--- src/rtl/bs_pkg.sv ---
// Shared types and widths for the bs query sequencer.
package bs_pkg;

  localparam int DATA_W = 8;
  localparam int ADDR_W = 5;

  typedef enum logic [1:0] {
    IDLE,
    SETUP,
    START,
    WAIT
  } bsq_state_t;

  typedef struct packed {
    logic [DATA_W-1:0] target;
    logic              found;
    logic [ADDR_W-1:0] loc;
    logic              timeout;
  } bsq_result_t;

endpackage

--- src/rtl/bsq_fifo.sv ---
// Small circular-buffer FIFO holding search targets. Pointers carry an
// extra wrap bit so full and empty are distinguishable without a counter.
module bsq_fifo #(
  parameter int DEPTH  = 4,
  parameter int DATA_W = 8
) (
  input  logic              clk,
  input  logic              rst_n,
  input  logic              push,
  input  logic              pop,
  input  logic [DATA_W-1:0] din,
  output logic [DATA_W-1:0] dout,
  output logic              full,
  output logic              empty
);

  localparam int PW = $clog2(DEPTH);

  logic [DATA_W-1:0] mem [DEPTH];
  logic [PW:0]       wr_ptr;
  logic [PW:0]       rd_ptr;

  assign empty = (wr_ptr == rd_ptr);
  assign full  = (wr_ptr[PW] != rd_ptr[PW]) && (wr_ptr[PW-1:0] == rd_ptr[PW-1:0]);
  assign dout  = mem[rd_ptr[PW-1:0]];

  // Pointer advance; the low bits wrap modulo DEPTH, the top bit toggles.
  always_ff @(posedge clk or negedge rst_n) begin
    if (!rst_n) begin
      wr_ptr <= '0;
      rd_ptr <= '0;
    end else begin
      if (push) wr_ptr <= wr_ptr + 1'b1;
      if (pop)  rd_ptr <= rd_ptr + 1'b1;
    end
  end

  // Storage write; contents need no reset since empty gates every read.
  always_ff @(posedge clk) begin
    if (push) mem[wr_ptr[PW-1:0]] <= din;
  end

endmodule

--- src/rtl/bs_query_sequencer.sv ---
// Front-end for the bs binary-search block: queues targets, presents each on
// A with setup margin, pulses Start, captures Found/Loc on a fresh Done edge
// and returns the result on a valid/ready port.
// Optional build macro BSQ_TIMEOUT_EN adds a WAIT watchdog that posts a
// timeout result after TIMEOUT_CYC cycles without a Done edge.
module bs_query_sequencer
  import bs_pkg::*;
#(
  parameter int DEPTH       = 4,
  parameter int SETUP_CYC   = 2,
  parameter int TIMEOUT_CYC = 64
) (
  input  logic              clk,
  input  logic              Reset,
  input  logic              q_valid,
  output logic              q_ready,
  input  logic [DATA_W-1:0] q_target,
  output logic [DATA_W-1:0] A,
  output logic              Start,
  input  logic              Done,
  input  logic              Found,
  input  logic [ADDR_W-1:0] Loc,
  output logic              r_valid,
  input  logic              r_ready,
  output logic [DATA_W-1:0] r_target,
  output logic              r_found,
  output logic [ADDR_W-1:0] r_loc,
  output logic              r_timeout
);

  localparam int               CNT_W      = $clog2(SETUP_CYC + 1);
  localparam logic [CNT_W-1:0] SETUP_LAST = CNT_W'(SETUP_CYC - 1);

  bsq_state_t        state;
  bsq_state_t        nstate;
  logic [CNT_W-1:0]  set_cnt;
  logic [DATA_W-1:0] a_q;
  logic              done_q;
  logic              done_rise;
  bsq_result_t       res_q;
  logic              r_valid_q;
  logic              fifo_full;
  logic              fifo_empty;
  logic [DATA_W-1:0] fifo_dout;
  logic              push;
  logic              pop;
  logic              cap;
  logic              to_hit;

  assign push      = q_valid && !fifo_full;
  assign q_ready   = !fifo_full;
  assign done_rise = Done && !done_q;
  assign A         = a_q;
  assign Start     = (state == START);
  assign r_valid   = r_valid_q;
  assign r_target  = res_q.target;
  assign r_found   = res_q.found;
  assign r_loc     = res_q.loc;
  assign r_timeout = res_q.timeout;

  bsq_fifo #(
    .DEPTH  (DEPTH),
    .DATA_W (DATA_W)
  ) u_fifo (
    .clk   (clk),
    .rst_n (Reset),
    .push  (push),
    .pop   (pop),
    .din   (q_target),
    .dout  (fifo_dout),
    .full  (fifo_full),
    .empty (fifo_empty)
  );

`ifdef BSQ_TIMEOUT_EN
  localparam int              TO_W    = $clog2(TIMEOUT_CYC + 1);
  localparam logic [TO_W-1:0] TO_LAST = TO_W'(TIMEOUT_CYC - 1);

  logic [TO_W-1:0] wait_cnt;

  // A Done edge on the final WAIT cycle takes priority over the timeout.
  assign to_hit = (state == WAIT) && !done_rise && (wait_cnt == TO_LAST);

  // WAIT watchdog: cleared while in START so it reads 0 on the first WAIT cycle.
  always_ff @(posedge clk or negedge Reset) begin
    if (!Reset) begin
      wait_cnt <= '0;
    end else if (state == START) begin
      wait_cnt <= '0;
    end else if (state == WAIT) begin
      wait_cnt <= wait_cnt + 1'b1;
    end
  end
`else
  assign to_hit = 1'b0;

  // TIMEOUT_CYC only shapes the watchdog build; kept so both builds share one interface.
  if (TIMEOUT_CYC < 1) begin : g_timeout_cyc_unused
  end
`endif

  // Next-state and issue/capture decisions.
  always_comb begin
    nstate = state;
    pop    = 1'b0;
    cap    = 1'b0;
    unique case (state)
      IDLE: begin
        // A pending result holds off the next issue; this is the backpressure path.
        if (!fifo_empty && !r_valid_q) begin
          pop    = 1'b1;
          nstate = SETUP;
        end
      end
      SETUP: begin
        if (set_cnt == SETUP_LAST) nstate = START;
      end
      START: begin
        nstate = WAIT;
      end
      WAIT: begin
        if (done_rise) begin
          cap    = 1'b1;
          nstate = IDLE;
        end else if (to_hit) begin
          nstate = IDLE;
        end
      end
      default: nstate = IDLE;
    endcase
  end

  // State, A register, setup counter and Done history.
  always_ff @(posedge clk or negedge Reset) begin
    if (!Reset) begin
      state   <= IDLE;
      a_q     <= '0;
      set_cnt <= '0;
      done_q  <= 1'b0;
    end else begin
      state  <= nstate;
      done_q <= Done;
      if (pop) begin
        a_q     <= fifo_dout;
        set_cnt <= '0;
      end else if (state == SETUP && set_cnt != SETUP_LAST) begin
        set_cnt <= set_cnt + 1'b1;
      end
    end
  end

  // Result slot: filled on capture or timeout, emptied by the consumer handshake.
  always_ff @(posedge clk or negedge Reset) begin
    if (!Reset) begin
      res_q     <= '0;
      r_valid_q <= 1'b0;
    end else if (cap) begin
      res_q.target  <= a_q;
      res_q.found   <= Found;
      res_q.loc     <= Found ? Loc : '0;
      res_q.timeout <= 1'b0;
      r_valid_q     <= 1'b1;
    end else if (to_hit) begin
      res_q.target  <= a_q;
      res_q.found   <= 1'b0;
      res_q.loc     <= '0;
      res_q.timeout <= 1'b1;
      r_valid_q     <= 1'b1;
    end else if (r_ready) begin
      r_valid_q <= 1'b0;
    end
  end

endmodule

--- config.mk ---
export PLATFORM = sky130hd
export DESIGN_NAME = bs_query_sequencer
export DESIGN_NICKNAME = d
export VERILOG_FILES = /design/src/rtl/bs_pkg.sv /design/src/rtl/bsq_fifo.sv /design/src/rtl/bs_query_sequencer.sv
export SDC_FILE = /design/constraint.sdc
export NUM_CORES = 1
export LEC_CHECK = 0
export ABC_AREA = 0
export BUFFER_PORTS_ARGS = -buffer_cell sky130_fd_sc_hd__buf_2
export CAP_MARGIN = 20
export CORE_AREA = 2 2 89 91
export CTS_CLUSTER_SIZE = 20
export DETAILED_ROUTE_END_ITERATION = 6
export DIE_AREA = 0 0 91 93
export GPL_TIMING_DRIVEN = 0
export PLACE_DENSITY = 0.67
export SYNTH_ARGS = -nofsm -noshare
export SYNTH_HDL_FRONTEND = slang
export SYNTH_SLANG_ARGS = --single-unit
--- constraint.sdc ---
create_clock -name clk -period 1.75 [get_ports clk]
set_clock_uncertainty 0.2 [all_clocks]
set_input_delay 0.2625 -clock clk [delete_from_list [all_inputs] [get_ports clk]]
set_output_delay 0.2625 -clock clk [all_outputs]
set_load 0.02 [all_outputs]
==> impl_metrics.csv, run 1 <==
group,metric,value,unit
status,status,"finished with violations",
status,failed_checks,"setup timing",
synth,synthTopCellsByArea,"edfxtp_1, dfrtp_1, mux4_1",
floorplan,die_x,91,um
timing,setup_viol,49,
power,switching_share,33.7,%
final_layout,layout-drive-gt1-share,50.0,%
synth,ys_seq_area_share,65.6,%
synth,synth.largest_area_cell,"edfxtp_1",
detailed_routing,num_vias,1585,
worst_hold_path,min_from,"Loc[4]",
worst_setup_path,slowest_delay,0.41,ns
final_layout,stdcell_area,3780,sq um
worst_hold_path,hold_depth,3,
floorplan,initial_core_util,36.7,%
worst_setup_path,startpoint,"u_fifo.rd_ptr[1]",
timing,worst_slew_pin_slew,0.739,ns
detailed_routing,post-route-drc-count,0,
power,power.leakage,1.62,nW
worst_setup_path,worstSetupStartpointType,"register",
global_route,gr-total-overflow,0,
worst_setup_path,critPathMaxFanout,4,
floorplan,core,7530,sq um
global_route,grt_pass1_wl,7850,um
global_route,grt_pass1_vias,1560,
synth,synth-seq-cells,66,
power,power.total,7.32,mW
detailed_routing,drtIter0Drc,15,
synth,synth_cells,160,
final_layout,multi_input_area,997,sq um
final_layout,layout_common_cells,"buf_2, edfxtp_1, dfrtp_1, dlygate4sd3_1, buf_4",
floorplan,die-area,8460,sq um
synth,avgSynthCellArea,17.3,sq um
worst_setup_path,cp.required,1.77,ns
timing,rsz0062_at_grt,"true",
worst_hold_path,worstHoldPathType,"primary input to register",
clock_tree,clk_latency,0.33,ns
floorplan,io_pins,45,
clock_tree,clk_path_buf_depth,2,
timing,finalMaxSlewViolations,0,
detailed_routing,wl,5090,um
worst_setup_path,cp_data_arrival_time,1.95,ns
final_layout,layout.cells.most_common,"buf_2",
timing,slew_headroom,50.7,%
run,cap_viol_max_count,0,
timing,fin_tns_setup,-3.41,ns
place,hpwl,3140,um
clock_tree,clk_pin_slew_worst_paths,0.07,ns
synth,synth_nets,189,
final_layout,syn_to_final_growth,36.8,%
detailed_routing,dr.pass1.iters,4,
clock_tree,cts_tree,"done",
worst_setup_path,reg2reg_depth,5,
power,power_frac_seq,35.4,%
synth,netlist.area_leader.share,34.8,%
place,port_buffers,43,
worst_setup_path,critical_path_class,"register to register",
detailed_routing,viasPerCell,4.48,
clock_tree,cts.sinks,66,
timing,clock.fmax,518,MHz
clock_tree,numCtsBuffers,9,
timing,finalWorstSetupSlack,-0.180,ns
power,power_frac_clock,18.8,%
timing,post-route-min-period,1.93,ns
power,p_sw,2.47,mW
power,combPwrFrac,45.8,%
floorplan,row_count,32,
global_route,antenna_found_initial,0,
detailed_routing,wire_per_inst,14.4,um
final_layout,final_core_util,50.2,%
final_layout,fin_nets,276,
worst_setup_path,r2r-start,"u_fifo.rd_ptr[1]",
detailed_routing,ant_nets,0,
power,p_int,4.85,mW
global_route,grt_max_degree,35,
timing,period_share,110,%
final_layout,fillers,680,
synth,synth_area,2760,sq um
final_layout,seqCellArea,1820,sq um
worst_setup_path,worst_setup_path_end_kind,"register",
power,powerDensity,1940,nW/um^2
worst_setup_path,cpMaxStageDelayCell,"dfrtp_1",
power,vdd_ir_drop_max,0.687,mV
global_route,grt_usage,12.4,%
synth,synth.distinct_cells,30,
floorplan,die_h,93,um
place,gp_congestion,0.664,
clock_tree,cts_root_buffer,"clkbuf_8",
synth,ys_warn_count,0,
timing,hold_viol,0,
worst_setup_path,path_cells,"buf_8 -> xnor2_4 -> a311oi_4 -> clkbuf_16 -> mux2_4",
place,post_dp_cell_area,3160,sq um
clock_tree,cts-htree-levels,3,
final_layout,antenna_cells,0,
[per-layer routing]
metal	vias to the layer above	track usage (%)	share of wire (%)
met5	-	0	0
met2	39	19.9	51
met3	7	3.95	4.0
li1	760	-	-
met4	0	5.30	1.1
met1	779	15.4	43
[stage by stage]
step	hold WS, ns	setup WS, ns	instances
2_1_floorplan	-0.233	-0.0955	160
3_3_place_gp	0.172	-0.228	305
3_5_place_dp	0.175	-0.248	305
4_1_cts	0.00543	-0.187	346
5_1_grt	0.0142	-0.252	354
6_report	0.0158	-0.180	354
[cells by family (layout without fill, tap and decap cells)]
logic type                 after synthesis  in the layout  synth area share, %
xor gates and xnor gates                 8              8                 3.35
and+or+nand+nor                         22             23                 3.90
muxes                                   28             28                 16.3
adders and majority gates               10             10                 4.53
DFF                                     66             66                 65.6
AOI/OAI and AO/OA                       12             12                 3.44
buffers and inverters                   13            104                 2.72
other                                    1              1                0.136
[power by group through the flow]
stage	combinational (mW)	sequential (mW)	clock [mW]
after floorplan	1.73	2.86	0
after global placement	2.66	2.57	0
after detailed placement	2.72	2.60	0
after CTS	3.16	2.56	1.41
after global routing	3.61	2.66	1.48
final	3.35	2.59	1.38
[cell type report]
| class | count | share of cell area (%) |
|---|---|---|
| flip-flops and latches | 66 | 48.1 |
| multi-input cells | 82 | 26.4 |
| repair buffers | 76 | 14.3 |
| well taps | 102 | 3.38 |
| clock buffers | 9 | 3.28 |
| clock inverters | 7 | 2.48 |
| plain buffers | 5 | 1.42 |
| inverters | 7 | 0.696 |
[worst max-delay path: cells and delay by family, from the launching register on]
family,cells,cell delay [ns]
mux,1,0.29
compound gates,1,0.41
flops,1,0.41
xor+xnor,1,0.14
buf+inv,2,0.36
[sequential cells by signal, summed over array words and instances (netlist names)]
| name | cells |
|---|---|
| r_found | 1 |
| u_fifo.mem | 32 |
| r_loc | 5 |
| set_cnt | 2 |
| u_fifo.wr_ptr | 3 |
| r_valid | 1 |
| u_fifo.rd_ptr | 3 |
| A | 8 |
| done_q | 1 |
| state | 2 |
| r_target | 8 |
[final timing paths]
path	to	slack, ns
setup reg to reg	A[5]	-0.18
setup / recovery	A[5]	-0.18
hold / removal	r_loc[4]	0.02
hold reg to reg	r_loc[1]	0.28
max in group asynchronous	u_fifo.rd_ptr[2]	0.51
min in group asynchronous	done_q	0.33
[cells in the mapped netlist, drive strengths merged]
library cell	count
nand2b	1
buf	4
nand3b	2
nor2	2
edfxtp	32
nor2b	1
mux4	8
inv	7
a31o	1
xnor2	6
ha	10
clkbuf	2
nand2	12
dfrtp	34
o32a	1
and3	4
a21o	1
o21ai	6
a311oi	1
a21oi	1
mux2	20
xor2	2
conb	1
a211oi	1
[timing repair]
| item | CTS | global route |
|---|---|---|
| buffers inserted | 9 | 7 |
| endpoints found under the setup margin | 59 | 64 |
| gates resized for setup | 19 | 14 |
| hold buffers | 15 | 0 |
| gates cloned | 1 | 2 |
| pin swaps | 7 | 7 |
| endpoints found under the hold margin | 72 | 0 |
Note: power is estimated with default switching activity, not from simulation.
==> run 2: changes to the inputs <==
--- a/config.mk
+++ b/config.mk
@@ -8,10 +8,10 @@
 export ABC_AREA = 0
 export BUFFER_PORTS_ARGS = -buffer_cell sky130_fd_sc_hd__buf_2
 export CAP_MARGIN = 20
-export CORE_AREA = 2 2 89 91
+export CORE_AREA = 2 2 68 118
 export CTS_CLUSTER_SIZE = 20
 export DETAILED_ROUTE_END_ITERATION = 6
-export DIE_AREA = 0 0 91 93
+export DIE_AREA = 0 0 70 120
 export GPL_TIMING_DRIVEN = 0
 export PLACE_DENSITY = 0.67
 export SYNTH_ARGS = -nofsm -noshare
==> impl_metrics.csv, run 2 (same netlist as run 1, synthesis figures left out) <==
group,metric,value,unit
status,status,"finished with violations",
status,failed_checks,"setup timing",
detailed_routing,highest-signal-layer,"met4",
place,hpwl,3250,um
clock_tree,clk_latency,0.33,ns
timing,slew_headroom,48.5,%
final_layout,stdcell_area,4050,sq um
timing,worst_hold_slack,0.0451,ns
worst_setup_path,cpMaxStageDelayCell,"dfrtp_1",
final_layout,layout-drive-gt1-share,53.2,%
clock_tree,cts.sinks,66,
worst_setup_path,critical_path_class,"register to register",
detailed_routing,post-route-drc-count,0,
timing,worst_slew_pin_slew,0.773,ns
clock_tree,cts-htree-levels,3,
clock_tree,clk_pin_slew_worst_paths,0.06,ns
final_layout,fin_cells,353,
worst_setup_path,critPathMaxFanout,4,
detailed_routing,num_vias,1652,
detailed_routing,wl_met1,1990,um
final_layout,fin_nets,289,
detailed_routing,wl,5630,um
worst_setup_path,slowest_delay,0.40,ns
clock_tree,numCtsBuffers,9,
place,place_ws,-0.255,ns
detailed_routing,viasPerCell,4.68,
worst_setup_path,worst_setup_path_end_kind,"register",
final_layout,final_core_util,54.3,%
detailed_routing,drtIter0Drc,116,
floorplan,row_count,42,
place,dp_cells,291,
timing,setup_viol,51,
floorplan,core,7460,sq um
timing,hold_viol,0,
timing,period_share,109,%
worst_setup_path,cp.required,1.76,ns
place,port_buffers,43,
timing,finalMaxSlewViolations,0,
final_layout,antenna_cells,0,
clock_tree,cts_tree,"done",
detailed_routing,dr.pass1.iters,4,
timing,rsz0062_at_grt,"true",
final_layout,layout.cells.most_common,"buf_2",
run,cap_viol_max_count,0,
floorplan,initial_core_util,37.0,%
worst_hold_path,worstHoldPathType,"primary input to register",
floorplan,io_pins,45,
worst_setup_path,worstSetupStartpointType,"register",
timing,post-route-min-period,1.91,ns
detailed_routing,ant_nets,0,
power,vdd_ir_drop_max,0.665,mV
clock_tree,clk_path_buf_depth,2,
power,power.total,8.31,mW
worst_setup_path,cp_data_arrival_time,1.92,ns
detailed_routing,wire_per_inst,15.9,um
detailed_routing,met2_length,3320,um
global_route,gr-total-overflow,0,
clock_tree,cts_root_buffer,"clkbuf_16",
timing,finalWorstSetupSlack,-0.160,ns
global_route,antenna_found_initial,0,
timing,fin_tns_setup,-4.03,ns
global_route,grt_usage,14.2,%
global_route,grt_pass1_wl,8780,um
power,powerDensity,2050,nW/um^2
worst_setup_path,r2r_slack,-0.16,ns
final_layout,syn_to_final_growth,46.7,%
detailed_routing,dr_wl_met3,220,um
global_route,grt_max_degree,35,
final_layout,largest_reg_flops,32,
worst_setup_path,path_cells,"buf_8 -> xnor2_4 -> a311oi_4 -> buf_4 -> buf_16 -> mux2_4",
place,gp_congestion,0.712,
power,power.leakage,1.80,nW
floorplan,die_x,70,um
timing,clock.fmax,523,MHz
global_route,grt_pass1_vias,1766,
place,post_dp_cell_area,3140,sq um
final_layout,layout_common_cells,"buf_2, dfrtp_1, edfxtp_1, buf_4, mux2_4",
floorplan,die-area,8400,sq um
floorplan,die_h,120,um
## run 2: changes by cell type in the layout (fill, tap and decap cells not counted), moves of 2 or more
| cell | before | now |
|---|---|---|
| clkbuf_16 | 1 | 10 |
| clkbuf_8 | 9 | 1 |
| buf_4 | 14 | 21 |
| mux2_2 | 9 | 2 |
| mux2_4 | 11 | 18 |
| buf_6 | 6 | 9 |
| inv_6 | 0 | 3 |
| clkinv_2 | 2 | 0 |
| inv_1 | 6 | 4 |
| inv_2 | 1 | 3 |
| nand2_4 | 0 | 2 |
## run 2: path summary, 6_finish.rpt
check	end	depth (start not counted)	startpoint
worst min register to register	r_loc[3]	2	r_loc[3]
worst max-delay path	u_fifo.rd_ptr[1]	6	u_fifo.rd_ptr[0]
worst max register to register	u_fifo.rd_ptr[1]	6	u_fifo.rd_ptr[0]
min in group asynchronous	state[1]	2	Reset
max in group asynchronous	u_fifo.wr_ptr[0]	2	Reset
worst min-delay path	r_loc[0]	3	Found
## run 2: critical path, delay by kind of cell (launching register included)
kind | cells | cell delay, ns
buffers and inverters | 3 | 0.44
flip-flops | 1 | 0.40
XOR/XNOR | 1 | 0.13
multiplexers | 1 | 0.28
AO/OA/AOI/OAI | 1 | 0.34
## run 2: timing repair
action / 4_1_cts / 5_1_grt
resized for setup: 22 / 27
pin swaps: 6 / 11
setup buffers: 20 / 7
gates cloned: 2 / 1
setup endpoints to repair: 58 / 66
hold buffers: 16 / 0
hold endpoints to repair: 73 / 0
## run 2: routing by layer
| metal | up-vias | GRT usage, % |
|---|---|---|
| met3 | 6 | 4.37 |
| met4 | 0 | 8.77 |
| met5 | - | 0 |
| met1 | 809 | 13.4 |
| met2 | 44 | 26.1 |
| li1 | 793 | - |
## run 2: power by group
| part | internal [mW] | switching [mW] | total [mW] |
|---|---|---|---|
| clock network | 1.16 | 0.671 | 1.83 |
| logic | 2.19 | 1.74 | 3.93 |
| registers | 2.23 | 0.327 | 2.55 |
| total | 5.57 | 2.74 | 8.31 |
## run 2: area by class of cell
type                            count  area, sq um
Tap cell                           88          110
Inverter                            7         26.3
Timing Repair Buffer               88          663
Buffer                              6         68.8
Multi-Input combinational cell     82         1060
Sequential cell                    66         1810
Clock inverter                      6         72.6
Fill cell                         601         3410
Clock buffer                       10          239
==> run 3: changes to the inputs <==
--- a/config.mk
+++ b/config.mk
@@ -14,6 +14,7 @@
 export DIE_AREA = 0 0 70 120
 export GPL_TIMING_DRIVEN = 0
 export PLACE_DENSITY = 0.67
+export REMOVE_ABC_BUFFERS = 1
 export SYNTH_ARGS = -nofsm -noshare
 export SYNTH_HDL_FRONTEND = slang
 export SYNTH_SLANG_ARGS = --single-unit
==> impl_metrics.csv, run 3 (same netlist as run 1, synthesis figures left out) <==
group,metric,value,unit
power,p_int,5.20,mW
timing,setup_viol,47,
floorplan,row_count,42,
clock_tree,cts.sinks,66,
status,status,"finished with violations",
detailed_routing,viasPerCell,4.73,
timing,fin_tns_setup,-3.27,ns
final_layout,final_core_util,51.7,%
clock_tree,cts-htree-levels,3,
power,power.leakage,1.67,nW
global_route,grt_usage,13.4,%
power,switching_share,33.2,%
run,cap_viol_max_count,0,
final_layout,fin_nets,277,
global_route,gr-total-overflow,0,
worst_setup_path,critical_path_class,"register to output port",
global_route,grt_max_degree,35,
timing,worst_slew_pin_slew,0.768,ns
global_route,grt_pass1_vias,1622,
detailed_routing,drtIter0Drc,67,
worst_setup_path,slowest_delay,0.51,ns
final_layout,seqCellArea,1820,sq um
power,power_frac_seq,33.7,%
worst_setup_path,critPathMaxFanout,6,
place,port_buffers,43,
detailed_routing,wl,5470,um
final_layout,layout_common_cells,"buf_2, edfxtp_1, dfrtp_1, buf_4, dlygate4sd3_1",
worst_hold_path,worstHoldPathType,"primary input to register",
floorplan,core,7460,sq um
worst_setup_path,path_cells,"xnor2_4 -> nand3b_1 -> buf_6",
timing,hold_viol,0,
clock_tree,clk_path_buf_depth,2,
floorplan,die_x,70,um
status,failed_checks,"setup timing",
place,post_dp_cell_area,3040,sq um
worst_setup_path,cp_data_arrival_time,1.47,ns
timing,post-route-min-period,1.93,ns
timing,finalWorstSetupSlack,-0.181,ns
worst_setup_path,cpMaxStageDelayCell,"dfrtp_4",
worst_setup_path,worst_setup_path_end_kind,"output port",
floorplan,initial_core_util,37.0,%
timing,period_share,110,%
detailed_routing,wire_per_inst,16.0,um
clock_tree,cts_root_buffer,"clkbuf_16",
timing,finalMaxSlewViolations,0,
final_layout,layout.cells.most_common,"buf_2",
place,hpwl,3180,um
power,power_frac_clock,23.4,%
detailed_routing,dr.pass1.iters,4,
power,vdd_ir_drop_max,0.662,mV
final_layout,antenna_cells,0,
power,combPwrFrac,42.9,%
final_layout,fillers,632,
global_route,antenna_found_initial,0,
detailed_routing,ant_nets,0,
final_layout,multi_input_area,1010,sq um
timing,rsz0062_at_grt,"true",
detailed_routing,post-route-drc-count,0,
clock_tree,clk_pin_slew_worst_paths,0.05,ns
floorplan,io_pins,45,
floorplan,die_h,120,um
floorplan,die-area,8400,sq um
final_layout,syn_to_final_growth,39.6,%
clock_tree,cts_tree,"done",
clock_tree,numCtsBuffers,9,
clock_tree,clk_latency,0.33,ns
worst_setup_path,cp.required,1.29,ns
final_layout,layout-drive-gt1-share,51.0,%
final_layout,fin_cells,341,
power,p_sw,2.59,mW
place,gp_congestion,0.735,
final_layout,largest_reg_flops,32,
worst_setup_path,worstSetupStartpointType,"register",
place,dp_cells,285,
detailed_routing,num_vias,1613,
timing,slew_headroom,48.8,%
final_layout,stdcell_area,3850,sq um
place,place_ws,-0.790,ns
global_route,grt_pass1_wl,8310,um
timing,clock.fmax,518,MHz
power,powerDensity,2020,nW/um^2
run 3: layer usage:
metal | wire length, um | share of wire (%) | GRT usage [%]
met1 | 1910 | 35 | 13.6
met5 | 0 | 0 | 0
met3 | 142 | 2.6 | 1.34
met4 | 184 | 3.4 | 10.5
met2 | 3230 | 59 | 24.5
run 3: path summary, 6_finish.rpt:
check	to	slack (ns)	start	depth (start not counted)
min	r_loc[1]	0.04	Found	3
max	q_ready	-0.18	u_fifo.rd_ptr[0]	3
min in group asynchronous	r_valid	0.34	Reset	2
max in group asynchronous	u_fifo.rd_ptr[0]	0.44	Reset	2
max reg2reg	A[5]	-0.12	u_fifo.rd_ptr[0]	5
min reg2reg	r_loc[3]	0.27	r_loc[3]	2
run 3: timing repair:
item,in CTS,in global routing
gates resized for setup,28,13
setup buffers,11,11
pin swaps,6,6
endpoints found under the hold margin,73,0
hold buffers,16,0
setup endpoints to repair,66,51
cloned,2,1
run 3: power groups by stage:
stage / logic (mW) / clock network, mW / registers (mW)
6_report: 3.34 / 1.82 / 2.63
3_5_place_dp: 2.34 / 0 / 2.68
5_1_grt: 3.58 / 1.93 / 2.70
3_3_place_gp: 2.29 / 0 / 2.66
2_1_floorplan: 1.43 / 0 / 2.91
4_1_cts: 3.11 / 1.86 / 2.63
run 3: per-stage QoR:
| stage | power (mW) | hold WS (ns) |
|---|---|---|
| 2_1_floorplan | 4.34 | -0.233 |
| 3_3_place_gp | 4.95 | 0.171 |
| 3_5_place_dp | 5.03 | 0.185 |
| 4_1_cts | 7.59 | 0.0375 |
| 5_1_grt | 8.20 | 0.0573 |
| 6_report | 7.79 | 0.0389 |
run 3: final cells by class:
type / instances / share of cell area (%)
flip-flops and latches: 66 / 47.2
inverters: 7 / 0.682
repair buffers: 81 / 15.0
clock buffers: 10 / 6.20
multi-input cells: 83 / 26.1
well taps: 88 / 2.86
clock inverters: 6 / 1.88
run 3: worst max-delay path: cells and delay by family (launching register included):
| family | cells | cell delay, ns |
|---|---|---|
| flip-flops | 1 | 0.51 |
| buffers and inverters | 1 | 0.20 |
| XOR/XNOR | 1 | 0.20 |
| AND/OR/NAND/NOR | 1 | 0.22 |
